File: config.mk
export PLATFORM = sky130hd
export DESIGN_NAME = crank_phase_interp
export DESIGN_NICKNAME = d
export VERILOG_FILES = /design/src/rtl/crank_phase_interp_pkg.sv /design/src/rtl/crank_phase_interp_phase_dda.sv /design/src/rtl/crank_phase_interp.sv
export SDC_FILE = /design/constraint.sdc
export NUM_CORES = 1
export LEC_CHECK = 0
export CORE_MARGIN = 3
export CORE_UTILIZATION = 30
export DETAILED_ROUTE_END_ITERATION = 10
export PLACE_DENSITY = 0.59
export SLEW_MARGIN = 20
export SYNTH_ARGS = -nofsm -noshare
export SYNTH_HDL_FRONTEND = slang
export SYNTH_SLANG_ARGS = --single-unit
File: constraint.sdc
create_clock -name clk -period 11.05 [get_ports clk]
set_clock_uncertainty 0.15 [all_clocks]
set_input_delay 2.21 -clock clk [delete_from_list [all_inputs] [get_ports clk]]
set_output_delay 2.21 -clock clk [all_outputs]
set_load 0.05 [all_outputs]
File: src/rtl/crank_phase_interp_pkg.sv
// Shared crank-angle constants and the phase type used by the tooth decoder,
// the phase interpolator and the ignition/injection schedulers.
package crank_pkg;

  // Quanta per nominal tooth; the decoder advances eng_phase by this much per tooth.
  localparam int QPT = 256;
  // Phase width in quanta.
  localparam int PW  = 16;
  // Tooth period width in clk cycles.
  localparam int TW  = 32;

  typedef logic [PW-1:0] phase_t;

endpackage

File: src/rtl/crank_phase_interp_phase_dda.sv
// Phase DDA: between tooth edges, adds QPT to an accumulator every clk and
// steps the phase by one quantum each time the accumulator covers the last
// tooth period. This gives 256/tooth_period quanta per clk. The phase never
// passes the last quantum of the current tooth (cap).
module phase_dda
  import crank_pkg::*;
(
  input  logic          clk,
  input  logic          reset_n,
  input  logic          i_load,
  input  logic          i_step_en,
  input  phase_t        i_eng_phase,
  input  phase_t        i_next_len,
  input  logic [TW-1:0] i_period,
  output phase_t        o_phase,
  output logic          o_step,
  output logic          o_rate_limited
);

  localparam logic [TW:0]   QPT_EXT = (TW+1)'(QPT);
  localparam logic [TW-1:0] QPT_TW  = TW'(QPT);

  logic [TW-1:0] r_acc;
  logic [TW-1:0] r_period;
  phase_t        r_phase;
  phase_t        r_cap;
  logic          r_rate_limited;

  logic [TW:0]   w_acc_next;
  logic [TW:0]   w_period_ext;
  logic [TW:0]   w_acc_rem;
  logic          w_reach;
  logic          w_below_cap;

  // One bit wider than acc so that the add cannot wrap before the compare.
  assign w_acc_next   = {1'b0, r_acc} + QPT_EXT;
  assign w_period_ext = {1'b0, r_period};
  assign w_acc_rem    = w_acc_next - w_period_ext;
  assign w_reach      = (w_acc_next >= w_period_ext);
  assign w_below_cap  = (r_phase < r_cap);

  // A zero period would step every clk, so it is treated as "no rate known".
  assign o_step = i_step_en && (r_period != '0) && w_reach && w_below_cap;

  // Tooth-edge load, then accumulate and step the phase between edges.
  always_ff @(posedge clk) begin
    if (!reset_n) begin
      r_acc          <= '0;
      r_period       <= '0;
      r_phase        <= '0;
      r_cap          <= '0;
      r_rate_limited <= 1'b0;
    end else if (i_load) begin
      r_period       <= i_period;
      r_phase        <= i_eng_phase;
      r_cap          <= i_eng_phase + i_next_len - phase_t'(1);
      r_acc          <= '0;
      r_rate_limited <= (i_period < QPT_TW);
    end else if (i_step_en) begin
      if (o_step) begin
        r_phase <= r_phase + phase_t'(1);
        r_acc   <= w_acc_rem[TW-1:0];
      end else if (w_reach) begin
        // Parked at cap (or zero period): keep acc from growing without bound.
        r_acc   <= r_period;
      end else begin
        r_acc   <= w_acc_next[TW-1:0];
      end
    end
  end

  assign o_phase        = r_phase;
  assign o_rate_limited = r_rate_limited;

endmodule

File: src/rtl/crank_phase_interp.sv
// Crank phase interpolator: fine-grained engine phase between decoder tooth
// edges plus a single-shot angle-match pulse for the schedulers. The DDA
// sub-module does the stepping; this level owns validity, snap classification
// at tooth edges and the match/arming logic.
module crank_phase_interp
  import crank_pkg::*;
(
  input  logic          clk,
  input  logic          reset_n,
  input  logic          trigger,
  input  logic          synced,
  input  phase_t        eng_phase,
  input  phase_t        next_tooth_len,
  input  logic [TW-1:0] tooth_period,
  input  phase_t        match_angle,
  input  logic          match_en,
  output phase_t        phase,
  output logic          phase_valid,
  output logic          match,
  output logic          rate_limited
);

  logic   r_base_seen;
  logic   r_phase_valid;
  logic   r_match;
  logic   r_armed;
  phase_t r_ma_prev;

  logic   w_trig;
  logic   w_step_en;
  logic   w_step;
  logic   w_base_next;
  logic   w_eval;
  logic   w_ma_chg;
  logic   w_fire;
  logic   w_wrap;
  logic   w_rate_limited;
  phase_t w_phase;
  phase_t w_phase_inc;

  // Edges are only meaningful while the decoder is in sync.
  assign w_trig      = trigger && synced;
  // Losing sync freezes the phase immediately, not one clk later.
  assign w_step_en   = r_phase_valid && synced && !w_trig;
  assign w_base_next = synced && (r_base_seen || w_trig);
  assign w_eval      = match_en && r_armed && synced;
  assign w_ma_chg    = (match_angle != r_ma_prev);
  assign w_phase_inc = w_phase + phase_t'(1);

  phase_dda u_dda (
    .clk            (clk),
    .reset_n        (reset_n),
    .i_load         (w_trig),
    .i_step_en      (w_step_en),
    .i_eng_phase    (eng_phase),
    .i_next_len     (next_tooth_len),
    .i_period       (tooth_period),
    .o_phase        (w_phase),
    .o_step         (w_step),
    .o_rate_limited (w_rate_limited)
  );

  // Classify the phase movement of this clk and decide whether it sweeps over match_angle.
  always_comb begin
    w_fire = 1'b0;
    w_wrap = 1'b0;
    if (w_trig) begin
      if (!r_phase_valid) begin
        // First edge after (re)sync: the old phase is stale, only an exact hit counts.
        w_fire = w_eval && (match_angle == eng_phase);
      end else if (eng_phase > w_phase) begin
        w_fire = w_eval && (match_angle > w_phase) && (match_angle <= eng_phase);
      end else if (eng_phase < w_phase) begin
        // New engine cycle: the swept range runs to the top of phase and from zero.
        w_wrap = 1'b1;
        w_fire = w_eval && ((match_angle > w_phase) || (match_angle <= eng_phase));
      end
    end else if (w_step) begin
      w_fire = w_eval && (w_phase_inc == match_angle);
    end
  end

  // Validity, registered match pulse and one-shot arming.
  always_ff @(posedge clk) begin
    if (!reset_n) begin
      r_base_seen   <= 1'b0;
      r_phase_valid <= 1'b0;
      r_match       <= 1'b0;
      r_armed       <= 1'b1;
      r_ma_prev     <= '0;
    end else begin
      r_base_seen   <= w_base_next;
      r_phase_valid <= w_base_next;
      r_match       <= w_fire;
      r_ma_prev     <= match_angle;
      if (w_fire) begin
        r_armed <= 1'b0;
      end else if (w_wrap || w_ma_chg) begin
        r_armed <= 1'b1;
      end
    end
  end

  assign phase        = w_phase;
  assign phase_valid  = r_phase_valid;
  assign match        = r_match;
  assign rate_limited = w_rate_limited;

endmodule

; ---- After elaboration in Yosys (flattened, before gate mapping)
; Cells that the tools add are included.
; Widths: inputs -> output; s select.
[op_classes]
n_eq_ne = 3
mux = 16
bitwise_logic = 1
magnitude_cmp = 7
n_addsub = 5
reduce_logical = 24
[op_table]
columns = operator, n
row1 = $mux 32, 2
row2 = $mux 16, 3
row3 = $add 32x9->33 const B, 1
row4 = $ge 33x32->1, 1
row5 = $eq 16x16->1, 2
row6 = $gt 16x16->1, 2
row7 = $lt 16x16->1, 2
row8 = $lt 32x9->1 const B, 1
row9 = $reduce_bool 32->1, 1
row10 = $sub 32x32->32, 1
row11 = $add 16x1->16 const B, 1
row12 = $add 16x16->16, 1
row13 = $le 16x16->1, 1
row14 = $ne 16x16->1, 1
row15 = $sub 16x1->16 const B, 1
row16 = $logic_and 1x1->1, 14
row17 = $mux 1, 11
row18 = $reduce_bool 2->1, 3
row19 = $logic_or 1x1->1, 3
row20 = $reduce_and 2->1, 1
row21 = $reduce_or 2->1, 1
row22 = $logic_not 1->1, 1
row23 = $not 1->1, 1
[word_totals]
reg_bits = 116
output_inout_bits = 19
input_bits = 85
wordCells = 65

; ---- Logic depth before layout (Yosys ltp)
[logic_depth]
depth_word = 9
mapped_depth = 17
mapped_depth_nobuf = 16

; ---- Cells and area by module
; A second synthesis with hierarchy kept.
[unflattened]
hier_cells = 1364
area_unflattened_um2 = 10686.5
[modules_own_cells]
columns = module, seq_area_each_um2, cells_per_inst, n_inst, area_each_um2
row1 = phase_dda, 1941.9, 1063, 1, 8201.6
row2 = crank_phase_interp, 380.4, 301, 1, 2484.9

; ---- Worst setup path after synthesis
; Ideal clock, no wire load.
[synth_timing]
path_type = input -> register
start = input eng_phase[1]
end = register u_dda.r_cap[15]
t_required_ps = 10830
path_buffers = 0
slack_ps = 6394
stages = 15
setup_time_ps = 70
arrival_time_ps = 4435
cell_sequence = inv_1 ha_1 inv_1 ha_1 inv_1 fa_1 nor2b_1 o21a_1 o21ai_0 a21oi_1 a211oi_1 o31ai_1 xnor2_1 nand2_1 a21oi_1
[synth_between]
elab_chain_cells = 2
[synth_rtl]
columns = element, line
row1 = "start, declared", crank_phase_interp.sv:12  ; input phase_t eng_phase,
row2 = $add 16x16->16, crank_phase_interp_phase_dda.sv:56  ; r_cap <= i_eng_phase + i_next_len - phase_t'(1);
row3 = $sub 16x1->16, crank_phase_interp_phase_dda.sv:56
row4 = "end signal, assigned", crank_phase_interp_phase_dda.sv:56
row5 = "end, declared", crank_phase_interp_phase_dda.sv:26  ; phase_t r_cap;
; No other way between the ends.
; A chain may end at the register's enable or synchronous reset.

; ---- Worst setup path after layout
[layout_timing]
start = register u_dda.r_acc[8]
end = register u_dda.r_acc[31]
[layout_between]
elab_chain_cells = 5
word_cells_on_any_way = 7
classes_between = 2 x add/sub / 1 x order compare / 2 x mux / 2 x reduce/logical
[layout_rtl]
columns = element, line
row1 = "start, declared", crank_phase_interp_phase_dda.sv:23  ; logic [TW-1:0] r_acc;
row2 = "start signal, assigned", crank_phase_interp_phase_dda.sv:62  ; r_acc <= w_acc_rem[TW-1:0];
row3 = "start signal, assigned", crank_phase_interp_phase_dda.sv:65  ; r_acc <= r_period;
row4 = "start signal, assigned", crank_phase_interp_phase_dda.sv:67  ; r_acc <= w_acc_next[TW-1:0];
row5 = $add 32x9->33 *, crank_phase_interp_phase_dda.sv:36  ; assign w_acc_next = {1'b0, r_acc} + QPT_EXT;
row6 = $ge 33x32->1, crank_phase_interp_phase_dda.sv:39  ; assign w_reach = (w_acc_next >= w_period_ext);
row7 = $logic_and 1x1->1 (2 in a row), crank_phase_interp_phase_dda.sv:43  ; assign o_step = i_step_en && (r_period != '0) && w_reach && w_below_cap;
row8 = $mux 32 *, crank_phase_interp_phase_dda.sv:60  ; if (o_step) begin
; Mark *: on every way between the ends. The rest lies on a longest branch, timed or not.

==> results_dict.tcl <==
set metrics [dict create \
    outcome "finished, final reports clean" \
    dp.cells 1830 \
    path_class "flip-flop to flip-flop" \
    num_vias 9864 \
    max_stage_delay_ps 710 \
    cts_root_buffer "clkbuf_16" \
    diodes 0 \
    grt_max_degree 69 \
    synth_top_area_share_pct 22.90 \
    crit_chain "ha_1 -> and3_1 -> nand2_1 -> nor3_2 -> nand3_1 -> xnor2_1 -> ha_1 -> a21oi_1 -> o21ai_0 -> a21oi_1 -> o21ai_0 -> nor4_4 -> a21boi_2 -> buf_4 -> nor2_1 -> a21o_1 -> nor3_2" \
    fin_util_pct 36.59 \
    grt_overflow 0 \
    synth_area_um2 10140 \
    antenna_found_initial 0 \
    grt_usage_pct 18.04 \
    yosysTopAreaCell "dfxtp_1" \
    fin_nets 1620 \
    via_per_inst 5.298 \
    core_area_um2 32950 \
    place_hpwl_um 24650 \
    grt_pass1_vias 9438 \
    die_area_um2 36050 \
    htreeDepth 4 \
    wire_per_inst_um 17.55 \
    required_ps 11210 \
    layout.cells.non_filler 1862 \
    insertion_delay_ps 430 \
    hold_violations 0 \
    total_power_mw 1.371 \
    cts_tree "built" \
    first_iter_violations 699 \
    io_buffer_count 103 \
    critPathCaptureType "flip-flop" \
    cts.path.max_buffers 2 \
    cap_violations 0 \
    yosysMostFrequentCell "nand2_1" \
    synthFlopType "dfxtp_1" \
    place_congestion 0.8842 \
    area_growth_pct 18.86 \
    fmax_mhz 176.0 \
    rsz0062_at_grt "no" \
    ys_types 81 \
    syn_nets 1538 \
    netlist_top_cells_area "dfxtp_1, ha_1, a21oi_1" \
    cts.reportedPaths.clkPinSlew_ps 60 \
    ir_drop_mv 0.1037 \
    grt_pass1_wl_um 51730 \
    setup_viol 0 \
    slew_violations 0 \
    dr.pass1.iters 5 \
    hold_class "flip-flop to flip-flop" \
    async_flop_share_pct 0 \
    relSlewSlack_pct 30.84 \
    drive_gt1_share_pct 5.493 \
    synth_edf_count 0 \
    start_util_pct 30.78 \
    ctsResizeCount 0 \
    power.leakage_nw 4.822 \
    yosys_warnings 0 \
    cpMaxStageDelayCell "nor2_1" \
    netlist_instances 1325 \
    die_x_um 189.9 \
    drc_errors 0 \
    period_needed_ps 5680 \
    synth_seq_cells 116 \
    ant_nets 0 \
    critical_path_arrival_ps 5840 \
    cts-buffers-inserted 17 \
    postCtsSetupRepairBufs 0 \
    fin_crit_sh_pct 51.41 \
    tns_ps 0 \
    fin_ws_ps 5370 \
    cp_max_fo 19 \
    synth_common_cells "nand2_1, inv_1, a21oi_1" \
    io_pins 104 \
    worstMarginPinSlew_ps 1031 \
    dp_slack_ps 5210 \
    placementRows 66 \
    die_y_um 189.9 \
    startpoint_type "flip-flop" \
    ys_seq_area_share_pct 22.90 \
    cts_sinks 116 \
    powerDensity_nw_per_um2 113.8 \
    wl_um 32670 \
    syn_area_per_cell_um2 7.655 \
    postCtsHoldBufs 0 \
]
==> metal layers <==
layer | routed length (um) | track usage [%] | vias up
li1 | - | - | 4882
met1 | 16020 | 25.57 | 4659
met2 | 14210 | 27.84 | 279
met3 | 1848 | 3.556 | 44
met4 | 588 | 4.976 | 0
met5 | 0 | 0 | -
==> through the flow <==
step | cell area, um^2 | hold WS, ps
finish | 12060 | 301.9
global route | 12060 | 318.1
CTS | 12060 | 302.9
detailed placement | 11540 | 296.8
global placement | 11510 | 290.5
floorplan | 10140 | 281.9
==> cell type report <==
class	instances	area, um^2
multi-input combinational	1022	7038
clock inverter	11	62.56
clock buffer	21	450.4
tap	442	553.0
inverter	140	525.5
timing repair buffer	110	1104
fill	3442	20890
sequential	116	2322
==> sequential cells by signal, summed over array words and instances, names as in the netlist <==
register / flops
r_ma_prev: 16
u_dda.r_period: 32
phase_valid: 1
u_dda.o_phase: 16
u_dda.r_cap: 16
u_dda.r_acc: 32
u_dda.o_rate_limited: 1
r_armed: 1
match: 1
==> where the power goes <==
part / switching, mW / internal, mW / total (mW)
Sequential: 0.0189 / 0.437 / 0.456
Clock: 0.208 / 0.288 / 0.496
Combinational: 0.245 / 0.175 / 0.420
Total: 0.471 / 0.900 / 1.37
==> critical path, delay by kind of cell, from the launching register on <==
family                     cells  cell delay, ps
xor gates and xnor gates       1             220
adders and majority gates      2             630
AOI/OAI and AO/OA              6            1460
and+or+nand+nor                7            2320
DFF                            1             440
buffers and inverters          1             310
==> path summary, 6_finish.rpt <==
path | from | endpoint | depth (start not counted) | slack, ps
worst min-delay path | u_dda.r_cap[6] | u_dda.r_cap[6] | 2 | 300
worst min register to register | u_dda.r_cap[6] | u_dda.r_cap[6] | 2 | 300
worst max-delay path | u_dda.r_acc[8] | u_dda.r_acc[31] | 17 | 5370
worst max register to register | u_dda.r_acc[8] | u_dda.r_acc[31] | 17 | 5370
==> logic make-up (layout without fill, tap and decap cells) <==
kind of cell,count (synthesis),after routing,share of synthesized area (%)
compound gates,363,363,23.24
xor+xnor,94,94,8.117
mux,6,6,0.5922
buf+inv,187,282,7.834
flops,116,116,22.90
fa+ha+maj,128,128,15.94
simple gates,431,431,21.38
==> cell usage in the layout (no fill, tap or decap), types with 6 or more instances in the layout <==
| master | instances |
|---|---|
| and2_1 | 19 |
| and4_1 | 7 |
| a211oi_1 | 17 |
| nor3_1 | 24 |
| clkinv_2 | 8 |
| or3_1 | 9 |
| a31oi_1 | 19 |
| a221oi_1 | 6 |
| clkdlybuf4s50_1 | 103 |
| ha_1 | 126 |
| clkbuf_16 | 17 |
| xnor2_1 | 61 |
| buf_4 | 6 |
| nor2b_1 | 8 |
| and3_1 | 14 |
| nor4_1 | 22 |
| inv_1 | 139 |
| nand2b_1 | 8 |
| nand2_1 | 154 |
| a21o_1 | 31 |
| o21a_1 | 10 |
| o211ai_1 | 12 |
| nand4_1 | 35 |
| dfxtp_1 | 116 |
| o221ai_1 | 9 |
| nand3_1 | 36 |
| o21bai_1 | 7 |
| a21oi_1 | 132 |
| xor2_1 | 33 |
| o21ai_0 | 68 |
| nor2_1 | 64 |
| mux2i_1 | 6 |
(Power assumes the default switching activity.)
